**src/rtl/wb_stage_trace_pkg.sv**
```systemverilog
// Shared defaults and bus/trace layout helpers for the writeback stage.
// The MEM->WB bus is {rf_we, dest, result, pc}, MSB first.
package wb_stage_trace_pkg;

  localparam int DEF_DATA_W      = 32;
  localparam int DEF_PC_W        = 32;
  localparam int DEF_RADDR_W     = 5;
  localparam int DEF_TRACE_DEPTH = 4;
  localparam int DEF_RETIRE_W    = 32;

  function automatic int ms_ws_bus_w(input int raddr_w, input int data_w, input int pc_w);
    return 1 + raddr_w + data_w + pc_w;
  endfunction

  // Trace entry is {pc, wen[3:0], dest, result}
  function automatic int trace_entry_w(input int raddr_w, input int data_w, input int pc_w);
    return pc_w + 4 + raddr_w + data_w;
  endfunction

  function automatic int bus_result_lsb(input int pc_w);
    return pc_w;
  endfunction

  function automatic int bus_dest_lsb(input int data_w, input int pc_w);
    return pc_w + data_w;
  endfunction

  function automatic int bus_we_bit(input int raddr_w, input int data_w, input int pc_w);
    return pc_w + data_w + raddr_w;
  endfunction

  localparam int DEF_MS_WS_BUS_W = 1 + DEF_RADDR_W + DEF_DATA_W + DEF_PC_W;

endpackage

```
**src/rtl/wb_stage_trace_if.sv**
```systemverilog
// Bundle of MEM handshake, regfile/forwarding outputs and trace port of the WB stage.
interface wb_stage_trace_if import wb_stage_trace_pkg::*; #(
  parameter int DATA_W   = DEF_DATA_W,
  parameter int PC_W     = DEF_PC_W,
  parameter int RADDR_W  = DEF_RADDR_W,
  parameter int RETIRE_W = DEF_RETIRE_W
) ();

  localparam int BUS_W = 1 + RADDR_W + DATA_W + PC_W;

  logic                ms_valid;
  logic [BUS_W-1:0]    ms_to_ws_bus;
  logic                ws_allowin;
  logic                ws_valid;
  logic                rf_we;
  logic [RADDR_W-1:0]  rf_waddr;
  logic [DATA_W-1:0]   rf_wdata;
  logic                fwd_valid;
  logic [RADDR_W-1:0]  fwd_addr;
  logic [DATA_W-1:0]   fwd_data;
  logic                trace_valid;
  logic                trace_ready;
  logic [PC_W-1:0]     trace_pc;
  logic [3:0]          trace_wen;
  logic [RADDR_W-1:0]  trace_wnum;
  logic [DATA_W-1:0]   trace_wdata;
  logic [RETIRE_W-1:0] retire_cnt;

  modport master (
    output ms_valid, ms_to_ws_bus, trace_ready,
    input  ws_allowin, ws_valid, rf_we, rf_waddr, rf_wdata,
           fwd_valid, fwd_addr, fwd_data,
           trace_valid, trace_pc, trace_wen, trace_wnum, trace_wdata, retire_cnt
  );

  modport slave (
    input  ms_valid, ms_to_ws_bus, trace_ready,
    output ws_allowin, ws_valid, rf_we, rf_waddr, rf_wdata,
           fwd_valid, fwd_addr, fwd_data,
           trace_valid, trace_pc, trace_wen, trace_wnum, trace_wdata, retire_cnt
  );

endinterface

```
**src/rtl/wb_stage_trace_fifo.sv**
```systemverilog
// First-word-fall-through FIFO holding committed-instruction trace entries.
// Pushes while full and pops while empty are ignored.
module wb_trace_fifo #(
  parameter int W     = 8,
  parameter int DEPTH = 4,
  localparam int AW   = $clog2(DEPTH)
) (
  input  logic          clk,
  input  logic          resetn,
  input  logic          push_i,
  input  logic          pop_i,
  input  logic [W-1:0]  din_i,
  output logic [W-1:0]  dout_o,
  output logic          full_o,
  output logic          empty_o,
  output logic [AW:0]   count_o
);

  logic [W-1:0]  mem_q [DEPTH];
  logic [AW-1:0] wr_ptr_q;
  logic [AW-1:0] rd_ptr_q;
  logic [AW:0]   count_q;
  logic          do_push;
  logic          do_pop;

  assign full_o  = (count_q == (AW+1)'(DEPTH));
  assign empty_o = (count_q == '0);
  assign do_push = push_i & ~full_o;
  assign do_pop  = pop_i & ~empty_o;
  assign dout_o  = mem_q[rd_ptr_q];
  assign count_o = count_q;

  always_ff @(posedge clk or negedge resetn) begin
    if (!resetn) begin
      for (int i = 0; i < DEPTH; i++) mem_q[i] <= '0;
      wr_ptr_q <= '0;
      rd_ptr_q <= '0;
      count_q  <= '0;
    end else begin
      if (do_push) begin
        mem_q[wr_ptr_q] <= din_i;
        wr_ptr_q        <= wr_ptr_q + AW'(1);
      end
      if (do_pop) begin
        rd_ptr_q <= rd_ptr_q + AW'(1);
      end
      case ({do_push, do_pop})
        2'b10:   count_q <= count_q + (AW+1)'(1);
        2'b01:   count_q <= count_q - (AW+1)'(1);
        default: count_q <= count_q;
      endcase
    end
  end

endmodule

```
**src/rtl/wb_stage_trace.sv**
```systemverilog
// Writeback stage: commits to the regfile, forwards to ID, logs every commit
// into the trace FIFO and counts retired instructions. A full FIFO stalls it.
module wb_stage_trace import wb_stage_trace_pkg::*; #(
  parameter int DATA_W      = DEF_DATA_W,
  parameter int PC_W        = DEF_PC_W,
  parameter int RADDR_W     = DEF_RADDR_W,
  parameter int TRACE_DEPTH = DEF_TRACE_DEPTH,
  parameter int RETIRE_W    = DEF_RETIRE_W
) (
  input logic             clk,
  input logic             resetn,
  wb_stage_trace_if.slave wb_if
);

  localparam int BUS_W   = ms_ws_bus_w(RADDR_W, DATA_W, PC_W);
  localparam int TRACE_W = trace_entry_w(RADDR_W, DATA_W, PC_W);
  localparam int CNT_W   = $clog2(TRACE_DEPTH) + 1;
  localparam int RES_LSB = bus_result_lsb(PC_W);
  localparam int DST_LSB = bus_dest_lsb(DATA_W, PC_W);
  localparam int WE_BIT  = bus_we_bit(RADDR_W, DATA_W, PC_W);

  logic                ws_valid_q, ws_valid_d;
  logic [BUS_W-1:0]    bus_q, bus_d;
  logic [RETIRE_W-1:0] retire_q, retire_d;

  logic                ws_ready_go;
  logic                ws_allowin;
  logic                commit;
  logic                bus_we;
  logic [RADDR_W-1:0]  bus_dest;
  logic [DATA_W-1:0]   bus_result;
  logic [PC_W-1:0]     bus_pc;
  logic [TRACE_W-1:0]  push_entry;
  logic [TRACE_W-1:0]  head_entry;
  logic                fifo_full;
  logic                fifo_empty;
  logic [CNT_W-1:0]    fifo_count;
  logic                unused_fifo_empty;

  assign bus_we     = bus_q[WE_BIT];
  assign bus_dest   = bus_q[DST_LSB +: RADDR_W];
  assign bus_result = bus_q[RES_LSB +: DATA_W];
  assign bus_pc     = bus_q[PC_W-1:0];

  // Stall decision uses only registered FIFO state, never trace_ready
  assign ws_ready_go = ~fifo_full;
  assign ws_allowin  = ~ws_valid_q | ws_ready_go;
  assign commit      = ws_valid_q & ws_ready_go;
  assign push_entry  = {bus_pc, {4{bus_we}}, bus_dest, bus_result};

  // Next-state for the pipeline register and retire counter
  always_comb begin
    ws_valid_d = ws_valid_q;
    bus_d      = bus_q;
    retire_d   = retire_q;
    if (ws_allowin) begin
      ws_valid_d = wb_if.ms_valid;
    end else begin
      ws_valid_d = ws_valid_q;
    end
    if (wb_if.ms_valid && ws_allowin) begin
      bus_d = wb_if.ms_to_ws_bus;
    end else begin
      bus_d = bus_q;
    end
    if (commit) begin
      retire_d = retire_q + RETIRE_W'(1);
    end else begin
      retire_d = retire_q;
    end
  end

  // Pipeline register and retire counter state
  always_ff @(posedge clk or negedge resetn) begin
    if (!resetn) begin
      ws_valid_q <= 1'b0;
      bus_q      <= '0;
      retire_q   <= '0;
    end else begin
      ws_valid_q <= ws_valid_d;
      bus_q      <= bus_d;
      retire_q   <= retire_d;
    end
  end

  wb_trace_fifo #(
    .W     (TRACE_W),
    .DEPTH (TRACE_DEPTH)
  ) u_fifo (
    .clk     (clk),
    .resetn  (resetn),
    .push_i  (commit),
    .pop_i   (wb_if.trace_ready),
    .din_i   (push_entry),
    .dout_o  (head_entry),
    .full_o  (fifo_full),
    .empty_o (fifo_empty),
    .count_o (fifo_count)
  );

  assign unused_fifo_empty = fifo_empty;

  assign wb_if.ws_allowin  = ws_allowin;
  assign wb_if.ws_valid    = ws_valid_q;
  assign wb_if.rf_we       = commit & bus_we;
  assign wb_if.rf_waddr    = bus_dest;
  assign wb_if.rf_wdata    = bus_result;
  // Forwarding stays up during a stall since the result is already final
  assign wb_if.fwd_valid   = ws_valid_q & bus_we & (bus_dest != '0);
  assign wb_if.fwd_addr    = bus_dest;
  assign wb_if.fwd_data    = bus_result;
  assign wb_if.trace_valid = (fifo_count != '0);
  assign wb_if.trace_pc    = head_entry[TRACE_W-1 -: PC_W];
  assign wb_if.trace_wen   = head_entry[DATA_W+RADDR_W +: 4];
  assign wb_if.trace_wnum  = head_entry[DATA_W +: RADDR_W];
  assign wb_if.trace_wdata = head_entry[DATA_W-1:0];
  assign wb_if.retire_cnt  = retire_q;

endmodule

```
**src/flat_wrapper.sv**
```systemverilog
// flat-port wrapper written by rule: the top's interface ports become plain ports
module wb_stage_trace_flat import wb_stage_trace_pkg::*;
#(
  parameter int DATA_W      = DEF_DATA_W,
  parameter int PC_W        = DEF_PC_W,
  parameter int RADDR_W     = DEF_RADDR_W,
  parameter int TRACE_DEPTH = DEF_TRACE_DEPTH,
  parameter int RETIRE_W    = DEF_RETIRE_W
)
  (clk, resetn, wb_if_ms_valid, wb_if_ms_to_ws_bus, wb_if_trace_ready, wb_if_ws_allowin, wb_if_ws_valid, wb_if_rf_we, wb_if_rf_waddr, wb_if_rf_wdata, wb_if_fwd_valid, wb_if_fwd_addr, wb_if_fwd_data, wb_if_trace_valid, wb_if_trace_pc, wb_if_trace_wen, wb_if_trace_wnum, wb_if_trace_wdata, wb_if_retire_cnt);
  wb_stage_trace_if #(.DATA_W(DATA_W), .PC_W(PC_W), .RADDR_W(RADDR_W), .RETIRE_W(RETIRE_W)) wb_if_i ();
  input logic clk;
  input logic resetn;
  input wire logic [$bits(wb_if_i.ms_valid)-1:0] wb_if_ms_valid;
  input wire logic [$bits(wb_if_i.ms_to_ws_bus)-1:0] wb_if_ms_to_ws_bus;
  input wire logic [$bits(wb_if_i.trace_ready)-1:0] wb_if_trace_ready;
  output wire logic [$bits(wb_if_i.ws_allowin)-1:0] wb_if_ws_allowin;
  output wire logic [$bits(wb_if_i.ws_valid)-1:0] wb_if_ws_valid;
  output wire logic [$bits(wb_if_i.rf_we)-1:0] wb_if_rf_we;
  output wire logic [$bits(wb_if_i.rf_waddr)-1:0] wb_if_rf_waddr;
  output wire logic [$bits(wb_if_i.rf_wdata)-1:0] wb_if_rf_wdata;
  output wire logic [$bits(wb_if_i.fwd_valid)-1:0] wb_if_fwd_valid;
  output wire logic [$bits(wb_if_i.fwd_addr)-1:0] wb_if_fwd_addr;
  output wire logic [$bits(wb_if_i.fwd_data)-1:0] wb_if_fwd_data;
  output wire logic [$bits(wb_if_i.trace_valid)-1:0] wb_if_trace_valid;
  output wire logic [$bits(wb_if_i.trace_pc)-1:0] wb_if_trace_pc;
  output wire logic [$bits(wb_if_i.trace_wen)-1:0] wb_if_trace_wen;
  output wire logic [$bits(wb_if_i.trace_wnum)-1:0] wb_if_trace_wnum;
  output wire logic [$bits(wb_if_i.trace_wdata)-1:0] wb_if_trace_wdata;
  output wire logic [$bits(wb_if_i.retire_cnt)-1:0] wb_if_retire_cnt;
  assign wb_if_i.ms_valid = wb_if_ms_valid;
  assign wb_if_i.ms_to_ws_bus = wb_if_ms_to_ws_bus;
  assign wb_if_i.trace_ready = wb_if_trace_ready;
  assign wb_if_ws_allowin = wb_if_i.ws_allowin;
  assign wb_if_ws_valid = wb_if_i.ws_valid;
  assign wb_if_rf_we = wb_if_i.rf_we;
  assign wb_if_rf_waddr = wb_if_i.rf_waddr;
  assign wb_if_rf_wdata = wb_if_i.rf_wdata;
  assign wb_if_fwd_valid = wb_if_i.fwd_valid;
  assign wb_if_fwd_addr = wb_if_i.fwd_addr;
  assign wb_if_fwd_data = wb_if_i.fwd_data;
  assign wb_if_trace_valid = wb_if_i.trace_valid;
  assign wb_if_trace_pc = wb_if_i.trace_pc;
  assign wb_if_trace_wen = wb_if_i.trace_wen;
  assign wb_if_trace_wnum = wb_if_i.trace_wnum;
  assign wb_if_trace_wdata = wb_if_i.trace_wdata;
  assign wb_if_retire_cnt = wb_if_i.retire_cnt;
  wb_stage_trace #(.DATA_W(DATA_W), .PC_W(PC_W), .RADDR_W(RADDR_W), .TRACE_DEPTH(TRACE_DEPTH), .RETIRE_W(RETIRE_W)) u_core (.clk(clk), .resetn(resetn), .wb_if(wb_if_i));
endmodule
```
**config.mk**
```make
export PLATFORM = sky130hd
export DESIGN_NAME = wb_stage_trace_flat
export DESIGN_NICKNAME = d
export VERILOG_FILES = /design/src/rtl/wb_stage_trace_pkg.sv /design/src/rtl/wb_stage_trace_if.sv /design/src/rtl/wb_stage_trace_fifo.sv /design/src/rtl/wb_stage_trace.sv /design/src/flat_wrapper.sv
export SDC_FILE = /design/constraint.sdc
export NUM_CORES = 1
export LEC_CHECK = 0
export ABC_AREA = 1
export CAP_MARGIN = 40
export CORE_MARGIN = 3
export CORE_UTILIZATION = 59
export DETAILED_ROUTE_END_ITERATION = 10
export PLACE_DENSITY = 0.91
export SYNTH_ARGS = -nofsm -noshare
export SYNTH_HDL_FRONTEND = slang
export SYNTH_SLANG_ARGS = --single-unit
```
**constraint.sdc**
```tcl
create_clock -name clk -period 4.8 [get_ports clk]
set_clock_uncertainty 0.15 [all_clocks]
set_input_delay 0.96 -clock clk [delete_from_list [all_inputs] [get_ports clk]]
set_output_delay 0.96 -clock clk [all_outputs]
set_load 0.005 [all_outputs]
```
* Yosys cells after proc, flatten, opt, wreduce, memory -nomap -nowiden
Cells that the tools add are included.
Widths: inputs -> output; s select.
** Word-level totals
- Flip-flop bits (word level) :: 402
- Bits in latches :: 0
- Memory bits (writable) :: 0
- Bits in read-only memories :: 0
- Bits of input ports :: 74
- Output and inout bits :: 184
- Memories :: 0
** Cells by class
- $add $sub $neg :: 5
- $mul :: 0
- Div/mod/pow operators :: 0
- Magnitude comparators :: 3
- Equal/unequal tests :: 3
- Shifts and indexed selects :: 0
- Muxes and demuxes :: 7
- Bitwise operators :: 12
- Reduce and logical (&&, ||, !) cells :: 6
** Operator list (number)
- $bwmux 292 :: 1
- $mux 73 :: 3
- $bmux 73 s2 :: 1
- $demux 73 s2 :: 1
- $add 32x1->32 const B :: 1
- $and 1x1->1 :: 6
- $ge 3x3->1 const B :: 2
- $not 2->3 :: 2
- $pmux 3 s2 :: 1
- $reduce_bool 5->1 :: 1
- $add 2x1->2 const B :: 2
- $add 3x1->3 const B :: 1
- $eq 3x3->1 const B :: 1
- $logic_not 3->1 :: 1
- $lt 3x1->1 const B :: 1
- $not 1->1 :: 3
- $reduce_bool 3->1 :: 1
- $sub 3x1->3 const B :: 1
- $eq 2x1->1 const B :: 1
- $eq 2x2->1 const B :: 1
- $logic_and 1x1->1 :: 2
- $reduce_bool 2->1 :: 1
- $or 1x1->1 :: 1

* Depth between registers and ports, before layout
Gate-level depths: netlist (run 1).
- Word-level depth :: 6
- Gate-level depth with buffers :: 10

* Cells and area by module
From an unflattened synthesis (run 1), not the netlist that was laid out.
** Second synthesis, totals
- Cells, all modules :: 2302
- Area total of the unflattened synthesis :: 19850.3 sq um
** By module, submodules not included
- wb_trace_fifo :: times used 1, cells each 1840, area an instance 14775.4 sq um, sequential area each 7482.2 sq um
- wb_stage_trace :: times used 1, cells each 462, area an instance 5074.9 sq um, sequential area each 2577.5 sq um

* Least setup slack after synthesis (run 1)
No wires, ideal clock.
- Kind :: flip-flop to output port
- Start :: reg u_core.u_fifo.rd_ptr_q[0]
- End :: out wb_if_trace_wen[1]
- Data arrival time :: 1.429 ns
- Setup slack :: 2.261 ns
- Cell stages (with the launch flop) :: 8
- Path buffers :: 4
- Path through :: dfrtp_1 buf_2 inv_1 buf_2 buf_2 nor2_1 o22ai_1 buf_4
** On the way
- Longest elaborated chain between the ends :: 4
** RTL lines
- start, declared :: line wb_stage_trace_fifo.sv:21 : logic [AW-1:0] rd_ptr_q;
- start signal, assigned :: line wb_stage_trace_fifo.sv:45 : rd_ptr_q <= rd_ptr_q + AW'(1);
- $not 2->3 (not written as such) :: line wb_stage_trace_fifo.sv:30 : assign dout_o = mem_q[rd_ptr_q];
- $bmux 73 s2 :: line wb_stage_trace_fifo.sv:30
- $mux 73 (not written as such) (2 in a row) :: line wb_stage_trace_fifo.sv:30
- end, declared :: line flat_wrapper.sv:27 : output wire logic [$bits(wb_if_i.trace_wen)-1:0] wb_if_trace_wen;
No other way between the ends. The select of a mux whose other input is x is not followed.

* Worst setup path in the final report (run 1)
- Start :: reg u_core.u_fifo.rd_ptr_q[0]
- End :: out wb_if_trace_pc[19]
** On the way
- Longest elaborated chain between the ends :: 4
** RTL lines
- $not 2->3 (not written as such) :: line wb_stage_trace_fifo.sv:30
- $bmux 73 s2 :: line wb_stage_trace_fifo.sv:30
- $mux 73 (not written as such) (2 in a row) :: line wb_stage_trace_fifo.sv:30
- end, declared :: line flat_wrapper.sv:26 : output wire logic [$bits(wb_if_i.trace_pc)-1:0] wb_if_trace_pc;
No other way between the ends. The select of a mux whose other input is x is not followed.

==> flow_summary.toml, run 1 <==
[global_route]
antenna_found_initial = 0
grt_use_total_pct = 27.2
first_global_vias = 14400
grt_max_degree = 113
grt_overflow = 0
grt_pass1_wl_um = 70000

[yosys]
synth_seq_area_share_pct = 56.4
synth_cell_types = 30
syn_area_per_cell_sq_um = 8.88
synth_nets = 2030
yosys_warnings = 0
synth.cell_area_sq_mm = 0.0173
synthCells = 1949
synth_seq_cells = 390

[clocking]
clk_latency_ps = 530
clockRootBuffer = "clkbuf_16"
cts.sinks = 390
cts_max_path_buffers = 3
cts_tree = "done"
holdBufCountCts = 0
cts_resized = 0
clk_pin_slew_ps = 60
post_cts_buffers = 0
cts_buffers = 40
htreeDepth = 2

[pwr]
peakVddDrop_uv = 447
p_total_mw = 14.8
powerDensity_mw_per_mm2 = 716
p_leak_nw = 9.54

[sta]
finalHoldViolCount = 0
tns_ps = 0
slew_violations = 0
fmax_ghz = 0.233
period_needed_ps = 4300
setup_viol = 0
slew-limit-headroom_pct = 40.6
tightestPinTransition_ps = 891
grt_setup_unrepaired = "false"
finalCritPeriodShare_pct = 89.6

[setup_path]
r2r-end = "u_core.u_fifo.mem_q[0]"
crit_type = "flip-flop to primary output"
cp.required_ps = 3690
cp_max_fo = 62
r2r_slack_ps = 2140
cp.arrival_ps = 3190
r2r-start = "u_core.u_fifo.count_o[0]"
endpoint_kind = "primary output"
startpoint_type = "flip-flop"
r2r_cells = 7

[hold_path]
hold_path_depth = 2
hold_path_class = "flip-flop to flip-flop"
worstHoldEndpoint = "u_core.u_fifo.mem_q[156]"
min_from = "u_core.u_fifo.mem_q[156]"

[layout]
area_growth_pct = 19.8
final_cell_mix = "dfrtp_1, nand2_1, o21ai_0"
fin_nets = 2153
drive_gt1_share_pct = 5.67
layout_commonest_cell = "dfrtp_1"
diodes = 0

[route]
drt-initial-drc-count = 1556
routed_wirelength_um = 43000
drc = 0
vias = 14300
ant_nets = 0
drtPass1Iterations = 6
via_per_inst = 5.76
routedWlPerCell_um = 17.3

[placed_design]
gp_congestion = 0.857
port_buffers = 257
dp_hpwl_um = 27000

[floorplanning]
die-area_sq_mm = 0.0314
ios = 258
coreArea_sq_mm = 0.0288
die_h_um = 177
std_cell_rows = 62
die_w_um = 177
initial_core_util_pct = 60.1

[run]
maxCapViolations = 0

[status]
run_status = "complete, no violations"
[cells in the mapped netlist]
master | instances | area share (%)
buf_1 | 1 | 0.022
inv_2 | 5 | 0.11
nor3_1 | 13 | 0.38
mux2_2 | 1 | 0.065
o21ai_1 | 157 | 4.5
buf_6 | 15 | 0.98
a21oi_2 | 10 | 0.51
nand4_1 | 8 | 0.29
nand3b_1 | 1 | 0.043
nand2_2 | 2 | 0.072
nor2_2 | 5 | 0.18
a21boi_0 | 1 | 0.043
nor2_1 | 238 | 5.2
nand2_1 | 344 | 7.5
buf_2 | 45 | 1.3
dfrtp_1 | 390 | 56
a31o_2 | 1 | 0.051
ha_1 | 6 | 0.43
clkbuf_1 | 42 | 0.91
nor2_4 | 1 | 0.065
o22ai_1 | 70 | 2.5
nand3_1 | 29 | 0.84
nand2_4 | 2 | 0.13
fa_1 | 1 | 0.12
xnor2_1 | 11 | 0.56
a21oi_1 | 61 | 1.8
buf_4 | 96 | 4.2
inv_1 | 113 | 2.5
xor2_1 | 14 | 0.71
o21ai_0 | 266 | 7.7
[critical path, cell delays in order, from the launching register on]
cell,delay [ps]
dfrtp_4,750
inv_4,440
buf_4,380
o21ai_0,170
o22ai_1,300
clkdlybuf4s50_1,570
[how the worst max path moves through the flow]
stage,to,start,cells past startpoint
floorplan,wb_if_trace_wen[1],u_core.u_fifo.rd_ptr_q[0],7
global placement,wb_if_trace_pc[26],u_core.u_fifo.rd_ptr_q[0],5
detailed placement,wb_if_trace_pc[19],u_core.u_fifo.rd_ptr_q[0],5
CTS,wb_if_trace_pc[19],u_core.u_fifo.rd_ptr_q[0],5
global route,wb_if_trace_pc[19],u_core.u_fifo.rd_ptr_q[0],5
finish,wb_if_trace_pc[19],u_core.u_fifo.rd_ptr_q[0],5
[registers in the layout (all words and copies together), names as in the netlist]
signal	flops
u_core.u_fifo.mem_q	280
u_core.bus_q	70
u_core.wb_if.retire_cnt	32
u_core.u_fifo.count_o	3
u_core.u_fifo.rd_ptr_q	2
u_core.u_fifo.wr_ptr_q	2
u_core.wb_if.ws_valid	1
[metrics by stage]
stage	instance area [sq um]	setup slack [ps]	utilization (%)	hold WS, ps	instances
after floorplan	17300	2260	-	292	1949
after global placement	19300	1240	67.2	305	2412
after detailed placement	19400	1140	67.4	319	2414
after CTS	20700	519	72.0	333	2484
after global routing	20700	404	72.0	345	2484
final	20700	499	72.0	332	2484
[cell families (layout without fill, tap and decap cells)]
logic type                 Yosys count  in the layout  share of synthesized area (%)
buffers and inverters              317            468                           9.94
xor gates and xnor gates            25             25                           1.27
muxes                                1              1                         0.0651
adders and majority gates            7              7                          0.550
and+or+nand+nor                    643            643                           14.6
DFF                                390            390                           56.4
AOI/OAI and AO/OA                  566            566                           17.1
[routing by layer]
layer / part of all wire (%) / up-vias / track usage [%]
li1: - / 6572 / -
met4: 2.8 / 0 / 9.72
met1: 40 / 6960 / 35.5
met5: 0 / - / 0
met3: 7.1 / 107 / 4.10
met2: 50 / 676 / 46.6
[final cells by class]
class                   count  area, sq um
flip-flops and latches    390         9760
fillers                  1983         8060
multi-input cells        1242         5820
repair buffers            280         2870
clock buffers              56         1170
well taps                 384          480
inverters                 118          455
clock inverters            14          158
[power by group]
| group | internal, mW | total [mW] | switching (mW) | leakage (nW) |
|---|---|---|---|---|
| combinational | 2.76 | 6.16 | 3.40 | 4.15 |
| sequential | 4.68 | 5.56 | 0.878 | 4.74 |
| clock | 1.87 | 3.12 | 1.25 | 0.656 |
Note: power is estimated with default switching activity, not from simulation.
==> inputs of run 2 (changes only) <==
- CAP_MARGIN: 40 -> unset
==> run 2 against run 1 <==
  * Utilization down 0.34 points
  * Clock power decreased by 4%
  * First-iteration DRC count shrank 7.9%
  * Sequential share of layout area rose by 0.23 points
  * Non-clock buffer count is 2 lower
  * Cell area decreased by 0.48%
  * Maximum frequency up 1.8%
  * Critical path depth did not move
  * Register-to-register slack got worse by 90 ps
  * Global-route usage is essentially flat
  * Sequential power barely moved
  * Critical endpoint unchanged
==> flow_summary.toml, run 2 (synthesized netlist as in run 1, its figures left out) <==
[status]
run_status = "complete, no violations"

[pwr]
p_total_mw = 14.7
peakVddDrop_uv = 517
p_leak_nw = 9.49
powerDensity_mw_per_mm2 = 712

[clocking]
cts_buffers = 40
holdBufCountCts = 0
cts_tree = "done"
cts_max_path_buffers = 3
htreeDepth = 2
post_cts_buffers = 0
cts_resized = 0
clockRootBuffer = "clkbuf_16"
cts.sinks = 390
clk_latency_ps = 520
clk_pin_slew_ps = 60

[layout]
largest_register_ffs = 280
fin_area_sq_mm = 0.0206
multiInputGateArea_sq_mm = 0.00582
largest_register = "u_core.u_fifo.mem_q"
stdcell_count = 2485
area_growth_pct = 19.2
regArea_sq_mm = 0.00976
fill_cells = 1976
layout_commonest_cell = "dfrtp_1"
final_cell_mix = "dfrtp_1, nand2_1, o21ai_0"
fin_nets = 2151
drive_gt1_share_pct = 5.38
diodes = 0

[floorplanning]
std_cell_rows = 62
die-area_sq_mm = 0.0314
die_w_um = 177
initial_core_util_pct = 60.1
coreArea_sq_mm = 0.0288
ios = 258
die_h_um = 177

[run]
maxCapViolations = 0

[global_route]
grt_max_degree = 113
antenna_found_initial = 0
first_global_vias = 14200
grt_overflow = 0
grt_pass1_wl_um = 69800
grt_use_total_pct = 27.2

[sta]
grt_setup_unrepaired = "false"
tns_ps = 0
setup_viol = 0
finalHoldViolCount = 0
tightestPinTransition_ps = 1070
fmax_ghz = 0.237
slew-limit-headroom_pct = 28.4
period_needed_ps = 4220
slew_violations = 0
finalCritPeriodShare_pct = 88.0

[setup_path]
crit_type = "flip-flop to primary output"
critical_path.cell_chain = "inv_4 -> buf_4 -> o21ai_0 -> o22ai_1 -> clkdlybuf4s50_1"
cp.arrival_ps = 3110
cp_slowest_stage_delay_ps = 740
r2r-end = "u_core.u_fifo.mem_q[136]"
r2r-start = "u_core.u_fifo.count_o[0]"
startpoint_type = "flip-flop"
endpoint_kind = "primary output"
crit_slowest_cell = "dfrtp_4"
r2r_cells = 8
cp_max_fo = 62
r2r_slack_ps = 2050
cp.required_ps = 3690

[hold_path]
hold_path_class = "input pin to asynchronous set/reset pin"

[route]
ant_nets = 0
via_per_inst = 5.79
drc = 0
routedWlPerCell_um = 17.3
drt-initial-drc-count = 1433
drtPass1Iterations = 6
vias = 14400
routed_wirelength_um = 43100

[placed_design]
placed_area_sq_mm = 0.0193
place_inst = 2412
gp_congestion = 0.857
dp_hpwl_um = 26600
port_buffers = 257
run 2: cell count changes in the layout (fill, tap and decap cells not counted):
cell	change
inv_6	+1
clkinvlp_4	-2
clkbuf_1	+7
clkbuf_8	+3
buf_16	-2
clkinv_2	-3
bufinv_16	-3
run 2: stage by stage:
step                      util (%)  hold WS [ps]  setup WS [ps]
after global routing          71.7           345            479
after global placement        67.2           305           1240
after CTS                     71.7           333            589
after floorplan                  -           292           2260
final                         71.7           328            577
after detailed placement      67.2           318           1160
run 2: how the worst max path moves through the flow:
| stage | from | end | cells past startpoint |
|---|---|---|---|
| after detailed placement | u_core.u_fifo.rd_ptr_q[0] | wb_if_trace_pc[19] | 5 |
| after global placement | u_core.u_fifo.rd_ptr_q[0] | wb_if_trace_pc[26] | 5 |
| after floorplan | u_core.u_fifo.rd_ptr_q[0] | wb_if_trace_wen[1] | 7 |
| final | u_core.u_fifo.rd_ptr_q[0] | wb_if_trace_pc[19] | 5 |
| after global routing | u_core.u_fifo.rd_ptr_q[0] | wb_if_trace_pc[19] | 5 |
| after CTS | u_core.u_fifo.rd_ptr_q[0] | wb_if_trace_pc[19] | 5 |
run 2: worst max-delay path: cells and delay by family, from the launching register on:
family,cells,cell delay [ps]
buffers and inverters,3,1400
AO/OA/AOI/OAI,2,420
flip-flops,1,740
run 2: report_power, final:
group	switching, mW	internal [mW]
combinational	3.39	2.73
clock	1.24	1.77
sequential	0.869	4.69
run 2: area by class of cell:
type	count	area share [%]
inverters	118	2.21
multi-input cells	1242	28.2
clock inverters	7	0.225
clock buffers	66	6.01
well taps	384	2.33
flip-flops and latches	390	47.4
repair buffers	278	13.6
run 2: metal layers:
layer / global-route usage (%) / vias up / share of wire [%]
met1: 35.5 / 6986 / 39
met2: 46.8 / 715 / 50
li1: - / 6565 / -
met4: 9.89 / 0 / 3.2
met5: 0 / - / 0
met3: 3.69 / 115 / 7.3
